`config.mk`:
```
export PLATFORM = sky130hd
export DESIGN_NAME = serv_irq_arb
export DESIGN_NICKNAME = d
export VERILOG_FILES = /design/src/rtl/serv_irq_arb.sv
export SDC_FILE = /design/constraint.sdc
export NUM_CORES = 1
export LEC_CHECK = 0
export ABC_AREA = 1
export CELL_PAD_IN_SITES_DETAIL_PLACEMENT = 2
export CELL_PAD_IN_SITES_GLOBAL_PLACEMENT = 2
export CORE_ASPECT_RATIO = 1.2
export CORE_MARGIN = 3
export CORE_UTILIZATION = 25
export CTS_BUF_LIST = sky130_fd_sc_hd__clkbuf_16
export CTS_CLUSTER_DIAMETER = 120
export DETAILED_ROUTE_END_ITERATION = 8
export PLACE_DENSITY = 0.81
export SLEW_MARGIN = 20
export SYNTH_ARGS = -nofsm -noshare
export SYNTH_HDL_FRONTEND = slang
export SYNTH_SLANG_ARGS = --single-unit
```
`constraint.sdc`:
```
create_clock -name i_clk -period 1.8 [get_ports i_clk]
set_clock_uncertainty 0.15 [all_clocks]
set_input_delay 0.36 -clock i_clk [delete_from_list [all_inputs] [get_ports i_clk]]
set_output_delay 0.36 -clock i_clk [all_outputs]
set_load 0.01 [all_outputs]
```
`src/rtl/serv_irq_arb.sv`:
```
// rtl/serv_irq_arb.sv - edge-triggered interrupt arbiter with claim/complete bus registers
// Each source runs IDLE/PEND/ACT; the core claims the lowest enabled pending id and completes it by write.

module serv_irq_arb #(
  parameter int N = 8
) (
  input  logic          i_clk,
  input  logic          i_rst_n,
  input  logic [N-1:0]  i_src,
  input  logic [1:0]    i_wb_adr,
  input  logic [31:0]   i_wb_dat,
  input  logic          i_wb_we,
  input  logic          i_wb_cyc,
  output logic [31:0]   o_wb_rdt,
  output logic          o_wb_ack,
  output logic          o_irq
);

  typedef enum logic [1:0] {
    IDLE = 2'd0,
    PEND = 2'd1,
    ACT  = 2'd2
  } src_state_e;

  src_state_e   state_q [N];
  logic [N-1:0] repend_q;
  logic [N-1:0] sync1_q;
  logic [N-1:0] sync2_q;
  logic [N-1:0] hist_q;
  logic [N-1:0] enable_q;
  logic         ack_q;
  logic         irq_q;
  logic [31:0]  rdt_q;

  logic [N-1:0] evt;
  logic [N-1:0] pend_vec;
  logic [N-1:0] act_vec;
  logic [N-1:0] claim_sel;
  logic [N-1:0] cmpl_sel;
  logic [4:0]   claim_id;
  logic [31:0]  rdt_d;
  logic         irq_d;
  logic         access;
  logic         claim_rd;
  logic         cmpl_wr;
  logic         enable_wr;
  logic         dat_unused;

  // An access executes only on the cycle its ack is being raised.
  assign access    = i_wb_cyc & ~ack_q;
  assign claim_rd  = access & ~i_wb_we & (i_wb_adr == 2'd2);
  assign cmpl_wr   = access &  i_wb_we & (i_wb_adr == 2'd2);
  assign enable_wr = access &  i_wb_we & (i_wb_adr == 2'd1);
  assign evt       = sync2_q & ~hist_q;
  assign dat_unused = &{1'b0, i_wb_dat};

  always_comb begin
    pend_vec = '0;
    act_vec  = '0;
    cmpl_sel = '0;
    for (int i = 0; i < N; i++) begin
      pend_vec[i] = (state_q[i] == PEND);
      act_vec[i]  = (state_q[i] == ACT);
      cmpl_sel[i] = cmpl_wr && (i_wb_dat[4:0] == 5'(i + 1)) && (state_q[i] == ACT);
    end
  end

  // Scan from the top so the lowest enabled pending index wins.
  always_comb begin
    claim_sel = '0;
    claim_id  = '0;
    for (int i = N - 1; i >= 0; i--) begin
      if (pend_vec[i] && enable_q[i]) begin
        claim_sel    = '0;
        claim_sel[i] = 1'b1;
        claim_id     = 5'(i + 1);
      end
    end
  end

  always_comb begin
    rdt_d = '0;
    case (i_wb_adr)
      2'd0:    rdt_d = 32'(pend_vec);
      2'd1:    rdt_d = 32'(enable_q);
      2'd2:    rdt_d = 32'(claim_id);
      default: rdt_d = 32'(act_vec);
    endcase
  end

  assign irq_d = (|(pend_vec & enable_q)) & ~(|act_vec);

  always_ff @(posedge i_clk) begin
    if (!i_rst_n) begin
      for (int i = 0; i < N; i++) state_q[i] <= IDLE;
      repend_q <= '0;
      sync1_q  <= '0;
      sync2_q  <= '0;
      hist_q   <= '0;
      enable_q <= '0;
      ack_q    <= 1'b0;
      irq_q    <= 1'b0;
      rdt_q    <= '0;
    end else begin
      sync1_q <= i_src;
      sync2_q <= sync1_q;
      hist_q  <= sync2_q;
      ack_q   <= i_wb_cyc & ~ack_q;
      rdt_q   <= (access && !i_wb_we) ? rdt_d : '0;
      irq_q   <= irq_d;
      if (enable_wr) enable_q <= i_wb_dat[N-1:0];
      for (int i = 0; i < N; i++) begin
        case (state_q[i])
          IDLE: if (evt[i]) state_q[i] <= PEND;
          PEND: begin
            if (claim_rd && claim_sel[i]) begin
              state_q[i]  <= ACT;
              repend_q[i] <= evt[i];
            end
          end
          ACT: begin
            if (cmpl_sel[i]) begin
              state_q[i]  <= (repend_q[i] || evt[i]) ? PEND : IDLE;
              repend_q[i] <= 1'b0;
            end else if (evt[i]) begin
              repend_q[i] <= 1'b1;
            end
          end
          default: state_q[i] <= IDLE;
        endcase
      end
    end
  end

  assign o_wb_rdt = rdt_q;
  assign o_wb_ack = ack_q;
  assign o_irq    = irq_q;

endmodule

```
After elaboration in Yosys (flattened, before gate mapping)
Memories as Yosys holds them, arrays and structs flattened.
Index checks and enable logic that the tools add are counted.
Storage, ports and cells
  bits in registers: 74
  bits in writable memories: 16
  input bits: 46
  output and inout port bits: 34
  memories: 1
Operators by class
  equal/unequal tests: 42
  mux-type cells: 210
  bitwise operators: 45
  reduce and logical (&&, ||, !) cells: 78
Memory list
  state_q: depth 8, bits a word 2, read ports 8, clocked after memory_dff 0, wr ports 8, RTL line 25  | src_state_e state_q [N];
Operators by type and width (number)
  2-to-1 mux 1 bit: 153
  2-to-1 mux 2 bit: 32
  2-to-1 mux 8 bit: 8
  2-to-1 mux 5 bit: 7
  logical AND 1 bit: 33
  OR 1 bit: 32
  != test 3 x 2 -> 1 bit, second input constant: 8
  one-hot mux 8 bit (3 select lines): 1
  AND reduction 3 bit: 8
  OR reduction 3 bit: 8
  == test 5 x 3 -> 1 bit, second input constant: 4
  == test 2 x 1 -> 1 bit, second input constant: 9
  == test 2 bit, second input constant: 9
  logical NOT 2 bit: 9
  AND 8 bit: 2
  != test 2 x 1 -> 1 bit, second input constant: 8
  one-hot mux 1 bit (2 select lines): 8
  nonzero test 2 bit: 8
  OR reduction 8 bit: 2
  == test 5 x 2 -> 1 bit, second input constant: 2
  logical OR 1 bit: 8
  inverter 8 bit: 1
  AND 1 bit: 7
  == test 5 x 1 -> 1 bit, second input constant: 1
  5 further kinds: 7

Logic depth before layout (Yosys ltp)
Gate-level depths: netlist (run 1).
An unclocked memory read counts as a cell.
  depth in word-level cells: 19
  mapped depth: 10
  gate-level depth less buffers: 10

Least setup slack after synthesis (run 1)
No wires, ideal clock.
  path type: flip-flop to flip-flop
  start: memory state_q[0][3] in the netlist's numbering
  end: memory state_q[1][0] in the netlist's numbering, enable pin
  data arrival time: 1.250 ns
  setup slack: 0.142 ns
  cell stages (with the launch flop): 9
  buffers on the path: 0
  clock period less this slack: 1.658 ns
  path through: edfxtp_1 > inv_1 > nand3_1 > nand3_1 > nor2_4 > nand3_1 > inv_1 > nor3_1 > nand2_1
RTL lines (RTL line)
  from (decl): 25

==> results of run 1 <==
## sequential cells by signal, summed over array words and instances (netlist names)
name	count
enable_q	8
hist_q	8
o_irq	1
o_wb_ack	1
o_wb_rdt	8
repend_q	8
state_q	16
sync1_q	8
sync2_q	8
## path summary, 6_finish.rpt
check | to | cells after the start
max reg2reg | repend_q[6] | 9
max | repend_q[6] | 9
min | sync2_q[3] | 2
min reg2reg | sync2_q[3] | 2
## what timing repair did
item | CTS | global route
resized for setup | 32 | 57
setup buffers | 7 | 11
pin swaps | 12 | 12
cloned | 0 | 0
setup endpoints to repair | 42 | 32
## per-layer routing
layer | up-vias | share of wire [%]
li1 | 1761 | -
met1 | 1869 | 39
met2 | 93 | 54
met3 | 42 | 3.3
met4 | 0 | 3.7
met5 | - | 0
## tightest hold or removal path, stage by stage (launching register included)
cell and delay [ns]:
dfxtp_1 0.30, nand2_1 0.05, inv_1 0.04
## power groups by stage
stage / clock, mW / combinational, mW / sequential [mW]
5_1_grt: 1.68 / 0.577 / 1.63
3_5_place_dp: 0 / 0.454 / 1.64
3_3_place_gp: 0 / 0.433 / 1.64
2_1_floorplan: 0 / 0.247 / 1.63
4_1_cts: 1.59 / 0.471 / 1.61
6_report: 1.59 / 0.533 / 1.62
## final cells by class
class                   instances  area (um2)  share of cell area, %
clock buffers                   9         225                   4.47
multi-input cells             324        1770                   35.1
inverters                      93         357                   7.08
well taps                     168         210                   4.17
repair buffers                116         962                   19.1
clock inverters                 7        31.3                  0.621
flip-flops and latches         66        1480                   29.4
## placed cells by master, fill, tap and decap left out, types with 9 or more instances in the layout
master	count
o21ai_0	31
a21oi_1	19
nand2_1	83
dfxtp_1	49
clkdlybuf4s50_1	21
inv_1	80
inv_2	13
nor2_2	13
buf_4	81
nor2_4	10
edfxtp_1	16
nand3_2	9
conb_1	24
nand4_1	13
clkbuf_16	9
nand3_1	32
nor2_1	44
## cells by family after synthesis
| group | count (synthesis) |
|---|---|
| and+or+nand+nor | 233 |
| buffers and inverters | 125 |
| AOI/OAI and AO/OA | 67 |
| DFF | 66 |
| other | 1 |
## metrics by stage
step	setup slack (ns)	std cells	util [%]	hold slack, ns	setup TNS [ns]
after global routing	-0.257	783	37.7	0.293	-3.22
after floorplan	0.142	515	-	0.240	0
after detailed placement	-0.605	749	32.7	0.256	-22.67
after CTS	-0.00491	772	35.6	0.269	-0.0108
after global placement	-0.496	749	32.7	0.243	-18.74
final	-0.182	783	37.7	0.264	-1.30
==> flow_summary_export.csv, run 1 <==
group,metric,value,unit
run_status,status,"complete, but fails checks",
run_status,violations,"negative setup slack",
clock_tree,clock_sinks,66,
drt,drt_iter0_drc,116,
setup_path,cpLargestDelayFamily,"simple AND/OR/NAND/NOR gates",
floorplanning,die_y,135,um
clock_tree,h-tree-depth,3,
synth,synth_top_family_by_area,"simple AND/OR/NAND/NOR gates",
floorplanning,core_area,13400,um2
sta,setup_viol_count_final,23,
global_routing,gr-usage-met3,3.45,%
synth,yosys.area_share.simple,30.3,%
clock_tree,cts_inserted_buffers,9,
sta,fin_crit_sh,110,%
synth,synth_area,3450,um2
synth,syn_inst,492,
floorplanning,start_util,25.9,%
synth,synth_ff_type,"dfxtp_1",
clock_tree,hold_buffers,0,
synth,synth-edff-count,16,
clock_tree,worstSkewPairLatency,0.36,ns
setup_path,worstSetupPathType,"reg -> reg",
clock_tree,path_clk_slew,0.06,ns
synth,synthMostInstantiatedCell,"inv_1",
min_path,min_from,"sync1_q[3]",
floorplanning,num_io_pins,80,
sta,max_freq,0.505,GHz
global_routing,top_usage_layer,"met2",
synth,synth_top_area_share,29.0,%
synth,async_flop_share,0,%
drt,firstDrtPassIters,4,
finish,fin_area,5030,um2
drt,drc,0,
global_routing,grt_overflow,0,
setup_path,crit_buf_inv,2,
synth,ys_ff_latch,66,
power,p_leak,2.46,nW
floorplanning,rows,46,
power,p_per_area,744,nW/um2
synth,synth-compound-area-share,10.5,%
finish,insertedDiodeCount,0,
clock_tree,cts_tree,"yes",
power,switchingPower,1.05,mW
placed_design,placed_cell_area,4370,um2
global_routing,antenna_found_initial,0,
global_routing,use_met1,18.4,%
global_routing,track_usage,18.1,%
finish,fillers,1547,
finish,layout.nets,656,
synth,synth_cell_type_count,28,
sta,finalWorstSetupSlack,-0.182,ns
finish,areaGrowthSynthToFinish,45.7,%
floorplanning,dieWidth,113,um
drt,avgRoutedWirePerCell,19.7,um
setup_path,worstSetupEndpointType,"register",
placed_design,portBuffers,31,
setup_path,startpoint,"state_q[1][2]",
drt,antenna_left,0,
global_routing,met2_usage,35.4,%
setup_path,cp_slowest_stage_delay,0.43,ns
run,maxCapViolCount,0,
global_routing,grt_pass1_vias,4145,
setup_path,cp-start-kind,"register",
placed_design,dp_hpwl,9680,um
clock_tree,clockBufferDepth,2,
setup_path,timing.rr.start,"state_q[1][2]",
synth,synth_mux_area_share,0,%
placed_design,place.gp.congestion,0.862,
setup_path,r2r_setup_slack,-0.18,ns
power,p_int,2.69,mW
setup_path,crit_required,1.94,ns
synth,synthTopCellsByCount,"inv_1 (90), nand2_1 (88), nor2_1 (58)",
synth,yosysWarnings,0,
setup_path,cp_slowest_cell,"edfxtp_1",
clock_tree,cts_root_buffer,"clkbuf_16",
drt,vias,3765,
sta,maxSlewViolCount,0,
power,seqPwrFrac,43.3,%
sta,rsz0062_at_grt,"true",
sta,period_needed,1.98,ns
drt,vias_per_cell,4.81,
floorplanning,die_area,15300,um2
setup_path,cp_max_fo,4,
drt,wl,15400,um
global_routing,grt_pass1_wl,21500,um
power,p_total,3.74,mW
power,vdd.ir_drop.worst,0.620,mV
power,combinationalPowerShare,14.2,%
global_routing,grt_max_degree,34,
synth,ys_seq_area_share,42.9,%
finish,drive_gt1_share,28.0,%
setup_path,path_cells,"inv_1 > nor2_1 > nand2_1 > inv_1 > nor2_2 > nand3_4 > nand2_1 > nand3_1 > a21oi_2",
synth,synth_xor_area_share,0,%
min_path,hp-class,"reg -> reg",
synth,post_synth.cell_area_avg,7.02,um2
setup_path,arrival,2.12,ns
power,clkPwrFrac,42.5,%
synth,synth_top_area_cell,"dfxtp_1",
power,switching_share,28.2,%
synth,yosys.area_share.adder,0,%
sta,hold_viol,0,
synth,ys_top_cells_by_area,"dfxtp_1 (29%), edfxtp_1 (14%), inv_1 (9.8%)",
No activity file was read; power rests on OpenSTA's default activity.
==> run 2, diff against run 1 <==
--- a/config.mk
+++ b/config.mk
@@ -14,7 +14,9 @@
 export CTS_BUF_LIST = sky130_fd_sc_hd__clkbuf_16
 export CTS_CLUSTER_DIAMETER = 120
 export DETAILED_ROUTE_END_ITERATION = 8
+export HOLD_SLACK_MARGIN = 0.12
 export PLACE_DENSITY = 0.81
+export SETUP_SLACK_MARGIN = 0.02
 export SLEW_MARGIN = 20
 export SYNTH_ARGS = -nofsm -noshare
 export SYNTH_HDL_FRONTEND = slang
==> run 2 against run 1 <==
The flow still finishes with violations (negative setup slack). Highest routed layer unchanged. Largest cell class unchanged. Combinational power is 5.6% higher. Non-clock buffer count is 7 higher. Hold slack about the same. First-iteration DRC count grew 61%. Cell count is 0.89% higher. Final area grew 2.1%. Setup slack better by 0.071 ns.
==> flow_summary_export.csv, run 2 (same netlist as run 1, synthesis figures left out) <==
group,metric,value,unit
clock_tree,clock_sinks,66,
drt,vias,3871,
sta,fin_tns_setup,-0.645,ns
finish,final_common_cell,"buf_4",
drt,antenna_left,0,
placed_design,portBuffers,31,
placed_design,place.gp.congestion,0.862,
setup_path,worstSetupPathType,"reg -> reg",
drt,avgRoutedWirePerCell,20.7,um
setup_path,worstSetupEndpointType,"register",
finish,largest_reg_flops,16,
finish,drive_gt1_share,30.7,%
clock_tree,clockBufferDepth,2,
setup_path,crit_required,1.70,ns
placed_design,dp_hpwl,9680,um
drt,vias_per_cell,4.90,
run_status,status,"complete, but fails checks",
setup_path,cp-start-kind,"register",
global_routing,grt_pass1_wl,22000,um
floorplanning,rows,46,
floorplanning,die_y,135,um
finish,insertedDiodeCount,0,
setup_path,arrival,1.81,ns
clock_tree,cts_inserted_buffers,9,
setup_path,cp_max_fo,4,
clock_tree,worstSkewPairLatency,0.35,ns
finish,mostFrequentLayoutCells,"buf_4 (87), nand2_1 (81), inv_1 (77), dfxtp_1 (49), nor2_1 (42)",
run_status,violations,"negative setup slack",
finish,fillers,1551,
floorplanning,num_io_pins,80,
finish,top_register,"state_q",
global_routing,track_usage,18.6,%
sta,max_freq,0.523,GHz
sta,setup_viol_count_final,12,
sta,period_needed,1.91,ns
floorplanning,dieWidth,113,um
drt,wl,16300,um
sta,maxSlewViolCount,0,
power,vdd.ir_drop.worst,0.311,mV
floorplanning,core_area,13400,um2
sta,rsz0062_at_grt,"true",
clock_tree,path_clk_slew,0.06,ns
run,maxCapViolCount,0,
power,p_leak,2.51,nW
clock_tree,h-tree-depth,3,
clock_tree,cts_root_buffer,"clkbuf_16",
finish,layout.nets,663,
drt,drt_iter0_drc,187,
sta,finalWorstSetupSlack,-0.110,ns
power,p_total,3.77,mW
sta,slew_headroom,63.2,%
power,p_per_area,733,nW/um2
global_routing,antenna_found_initial,0,
sta,tightest_slew,0.550,ns
clock_tree,hold_buffers,0,
sta,fin_crit_sh,106,%
sta,hold_viol,0,
floorplanning,start_util,25.9,%
sta,fin_hold_ws,0.264,ns
clock_tree,cts_tree,"yes",
global_routing,grt_max_degree,34,
drt,drc,0,
min_path,hp-class,"reg -> reg",
drt,firstDrtPassIters,4,
finish,areaGrowthSynthToFinish,48.8,%
finish,finish.utilization,38.5,%
global_routing,grt_overflow,0,
floorplanning,die_area,15300,um2
global_routing,grt_pass1_vias,4222,
## run 2: what timing repair did
item	CTS	global route
resized for setup	39	68
buffers inserted	10	16
pin swaps	13	21
endpoints found under the setup margin	43	33
## run 2: worst max-delay path, stage by stage, from the launching register on
cell and delay (ns):
edfxtp_1 0.41, inv_2 0.10, nand3_2 0.12, buf_4 0.19
nor2_4 0.11, nand4_1 0.25, nand4_1 0.27
## run 2: area by class of cell
class	count	area (um2)	area share (%)
multi-input combinational	324	1820	35.4
sequential	66	1480	28.8
timing repair buffer	123	1010	19.7
inverter	93	359	6.98
clock buffer	9	225	4.38
tap	168	210	4.09
clock inverter	7	31.3	0.608
## run 2: report_power, final
| part | leakage [nW] | switching (mW) | total, mW | internal (mW) |
|---|---|---|---|---|
| combinational | 1.80 | 0.345 | 0.563 | 0.218 |
| clock | 0.139 | 0.678 | 1.58 | 0.906 |
| sequential | 0.576 | 0.0443 | 1.62 | 1.58 |
| total | 2.51 | 1.07 | 3.77 | 2.70 |
## run 2: worst paths after layout
path / startpoint / endpoint / slack [ns] / cells past startpoint
setup / recovery: state_q[0][5] / state_q[0][4] / -0.11 / 6
hold / removal: sync1_q[3] / sync2_q[3] / 0.26 / 2
setup reg to reg: state_q[0][5] / state_q[0][4] / -0.11 / 6
hold reg to reg: sync1_q[3] / sync2_q[3] / 0.26 / 2
## run 2: through the flow
step	std cells	cell area, um2	setup WS, ns
floorplan	515	3540	0.142
global placement	749	4370	-0.496
detailed placement	749	4370	-0.605
CTS	775	4800	0.0142
global route	790	5140	-0.149
finish	790	5140	-0.110
## run 2: metal layers
layer / GRT usage, % / routed length, um
met5: 0 / 0
met4: 9.42 / 497
met3: 3.68 / 579
met2: 35.8 / 9120
met1: 18.6 / 6130
==> run 3, diff against run 2 <==
--- a/config.mk
+++ b/config.mk
@@ -10,14 +10,13 @@
 export CELL_PAD_IN_SITES_GLOBAL_PLACEMENT = 2
 export CORE_ASPECT_RATIO = 1.2
 export CORE_MARGIN = 3
-export CORE_UTILIZATION = 25
+export CORE_UTILIZATION = 29
 export CTS_BUF_LIST = sky130_fd_sc_hd__clkbuf_16
 export CTS_CLUSTER_DIAMETER = 120
 export DETAILED_ROUTE_END_ITERATION = 8
 export HOLD_SLACK_MARGIN = 0.12
-export PLACE_DENSITY = 0.81
+export PLACE_DENSITY = 0.88
 export SETUP_SLACK_MARGIN = 0.02
-export SLEW_MARGIN = 20
 export SYNTH_ARGS = -nofsm -noshare
 export SYNTH_HDL_FRONTEND = slang
 export SYNTH_SLANG_ARGS = --single-unit
==> constraint.sdc (replaced) <==
create_clock -name i_clk -period 2.25 [get_ports i_clk]
set_clock_uncertainty 0.15 [all_clocks]
set_input_delay 0.45 -clock i_clk [delete_from_list [all_inputs] [get_ports i_clk]]
set_output_delay 0.45 -clock i_clk [all_outputs]
set_load 0.01 [all_outputs]
==> run 3 against run 2 <==
The run now ends clean. Critical endpoint is now state_q[0][2]. Register-to-register slack improved by 0.32 ns. Critical path type is now in -> reg. Setup slack improved by 0.13 ns. Largest power group is now the clock network. Total power decreased by 17%.
==> flow_summary_export.csv, run 3 (same netlist as run 1, synthesis figures left out) <==
group,metric,value,unit
floorplanning,dieWidth,106,um
placed_design,placed_cell_area,4170,um2
power,switching_share,24.7,%
global_routing,track_usage,20.6,%
sta,maxSlewViolCount,0,
power,p_leak,2.31,nW
clock_tree,cts_root_buffer,"clkbuf_16",
placed_design,dp.cells,715,
finish,largest_reg_flops,16,
setup_path,path_cells,"clkdlybuf4s50_1 > inv_1 > nor2_1 > nand4_1 > buf_4 > inv_1 > nand3_1 > nand3_1 > inv_1",
finish,seqCellArea,1480,um2
finish,insertedDiodeCount,0,
power,p_total,3.11,mW
placed_design,portBuffers,31,
clock_tree,h-tree-depth,3,
sta,max_freq,0.449,GHz
power,vdd.ir_drop.worst,0.257,mV
global_routing,grt_pass1_vias,4039,
power,seqPwrFrac,41.6,%
clock_tree,clockBufferDepth,2,
clock_tree,path_clk_slew,0.06,ns
finish,top_register,"state_q",
power,p_per_area,684,nW/um2
placed_design,dp_hpwl,9710,um
floorplanning,num_io_pins,80,
finish,fillers,1391,
drt,wl,13500,um
sta,hold_viol,0,
finish,final_common_cell,"inv_1",
floorplanning,die_y,126,um
setup_path,worstSetupEndpointType,"register",
setup_path,crit_buf_inv,5,
power,clkPwrFrac,47.2,%
setup_path,arrival,2.17,ns
placed_design,place.gp.congestion,0.828,
finish,fin_cells,735,
floorplanning,core_area,11600,um2
global_routing,grt_overflow,0,
floorplanning,die_area,13300,um2
drt,vias_per_cell,4.86,
drt,antenna_left,0,
setup_path,cp_slowest_cell,"clkdlybuf4s50_1",
setup_path,worstSetupPathType,"in -> reg",
power,combinationalPowerShare,11.2,%
finish,fin_area,4550,um2
drt,drt_iter0_drc,149,
finish,multiInputGateArea,1530,um2
run,maxCapViolCount,0,
global_routing,antenna_found_initial,1,
drt,vias,3569,
min_path,hp-class,"reg -> reg",
floorplanning,rows,43,
setup_path,cpMostUsedCell,"inv_1",
global_routing,grt_pass1_wl,21300,um
floorplanning,start_util,29.7,%
power,p_int,2.34,mW
clock_tree,cts_tree,"yes",
run_status,status,"complete, no violations",
clock_tree,clock_sinks,66,
power,switchingPower,769,uW
setup_path,crit_required,2.19,ns
clock_tree,worstSkewPairLatency,0.34,ns
finish,mostFrequentLayoutCells,"inv_1 (93), nand2_1 (87), nor2_1 (55), dfxtp_1 (50), buf_4 (46)",
setup_path,cp_max_fo,5,
finish,drive_gt1_share,14.9,%
drt,avgRoutedWirePerCell,18.3,um
finish,layout.nets,619,
setup_path,cp-start-kind,"input port",
global_routing,grt_max_degree,21,
finish,areaGrowthSynthToFinish,31.7,%
sta,setup_viol_count_final,0,
clock_tree,cts_inserted_buffers,9,
drt,drc,0,
setup_path,cp_slowest_stage_delay,0.66,ns
sta,fin_tns_setup,0,ns
setup_path,cpLargestDelayFamily,"buffers and inverters",
sta,period_needed,2.23,ns
drt,firstDrtPassIters,4,
sta,fin_crit_sh,99.1,%
==> run 3: worst min-delay path, delay by kind of cell, from the launching register on <==
kind,cells,cell delay [ns]
and+or+nand+nor,1,0.04
DFF,1,0.30
buffers and inverters,1,0.04
==> run 3: final cells by class <==
class | instances | area share, %
timing repair buffer | 79 | 15.2
inverter | 93 | 7.68
clock inverter | 7 | 1.73
multi-input combinational | 324 | 33.5
sequential | 66 | 32.6
clock buffer | 9 | 4.95
tap | 157 | 4.32
==> run 3: metal layers <==
metal / up-vias / global-route usage, % / wire, um
li1: 1685 / - / -
met2: 89 / 38.9 / 7360
met4: 2 / 10.8 / 541
met5: - / 0 / 12
met1: 1750 / 21.6 / 5080
met3: 43 / 3.46 / 476
==> run 3: power groups by stage <==
stage               logic, mW  clock network (mW)  registers (mW)
floorplan               0.198                   0            1.31
global placement        0.306                   0            1.31
detailed placement      0.330                   0            1.32
CTS                     0.345                1.50            1.29
global route            0.383                1.55            1.30
finish                  0.348                1.47            1.29
==> run 3: what timing repair did <==
action / in CTS / in global routing
hold buffers: 0 / 0
gates resized for setup: 1 / 12
pin swaps: 2 / 6
endpoints found under the hold margin: 0 / 0
buffers inserted: 3 / 1
setup endpoints to repair: 3 / 18
==> run 3: final timing paths <==
kind,start,end,slack [ns],cells past startpoint
worst max-delay path,i_wb_dat[1],state_q[0][2],0.02,9
worst min register to register,sync1_q[6],sync2_q[6],0.26,2
worst min-delay path,sync1_q[6],sync2_q[6],0.26,2
worst max register to register,state_q[0][3],state_q[1][0],0.21,8
==> run 3: through the flow <==
| step | setup slack [ns] | hold slack (ns) | utilization (%) |
|---|---|---|---|
| 3_5_place_dp | -0.337 | 0.254 | 35.9 |
| 4_1_cts | 0.0232 | 0.269 | 38.7 |
| 2_1_floorplan | 0.535 | 0.240 | - |
| 5_1_grt | -0.0220 | 0.290 | 39.1 |
| 6_report | 0.0211 | 0.265 | 39.1 |
| 3_3_place_gp | -0.125 | 0.244 | 35.9 |
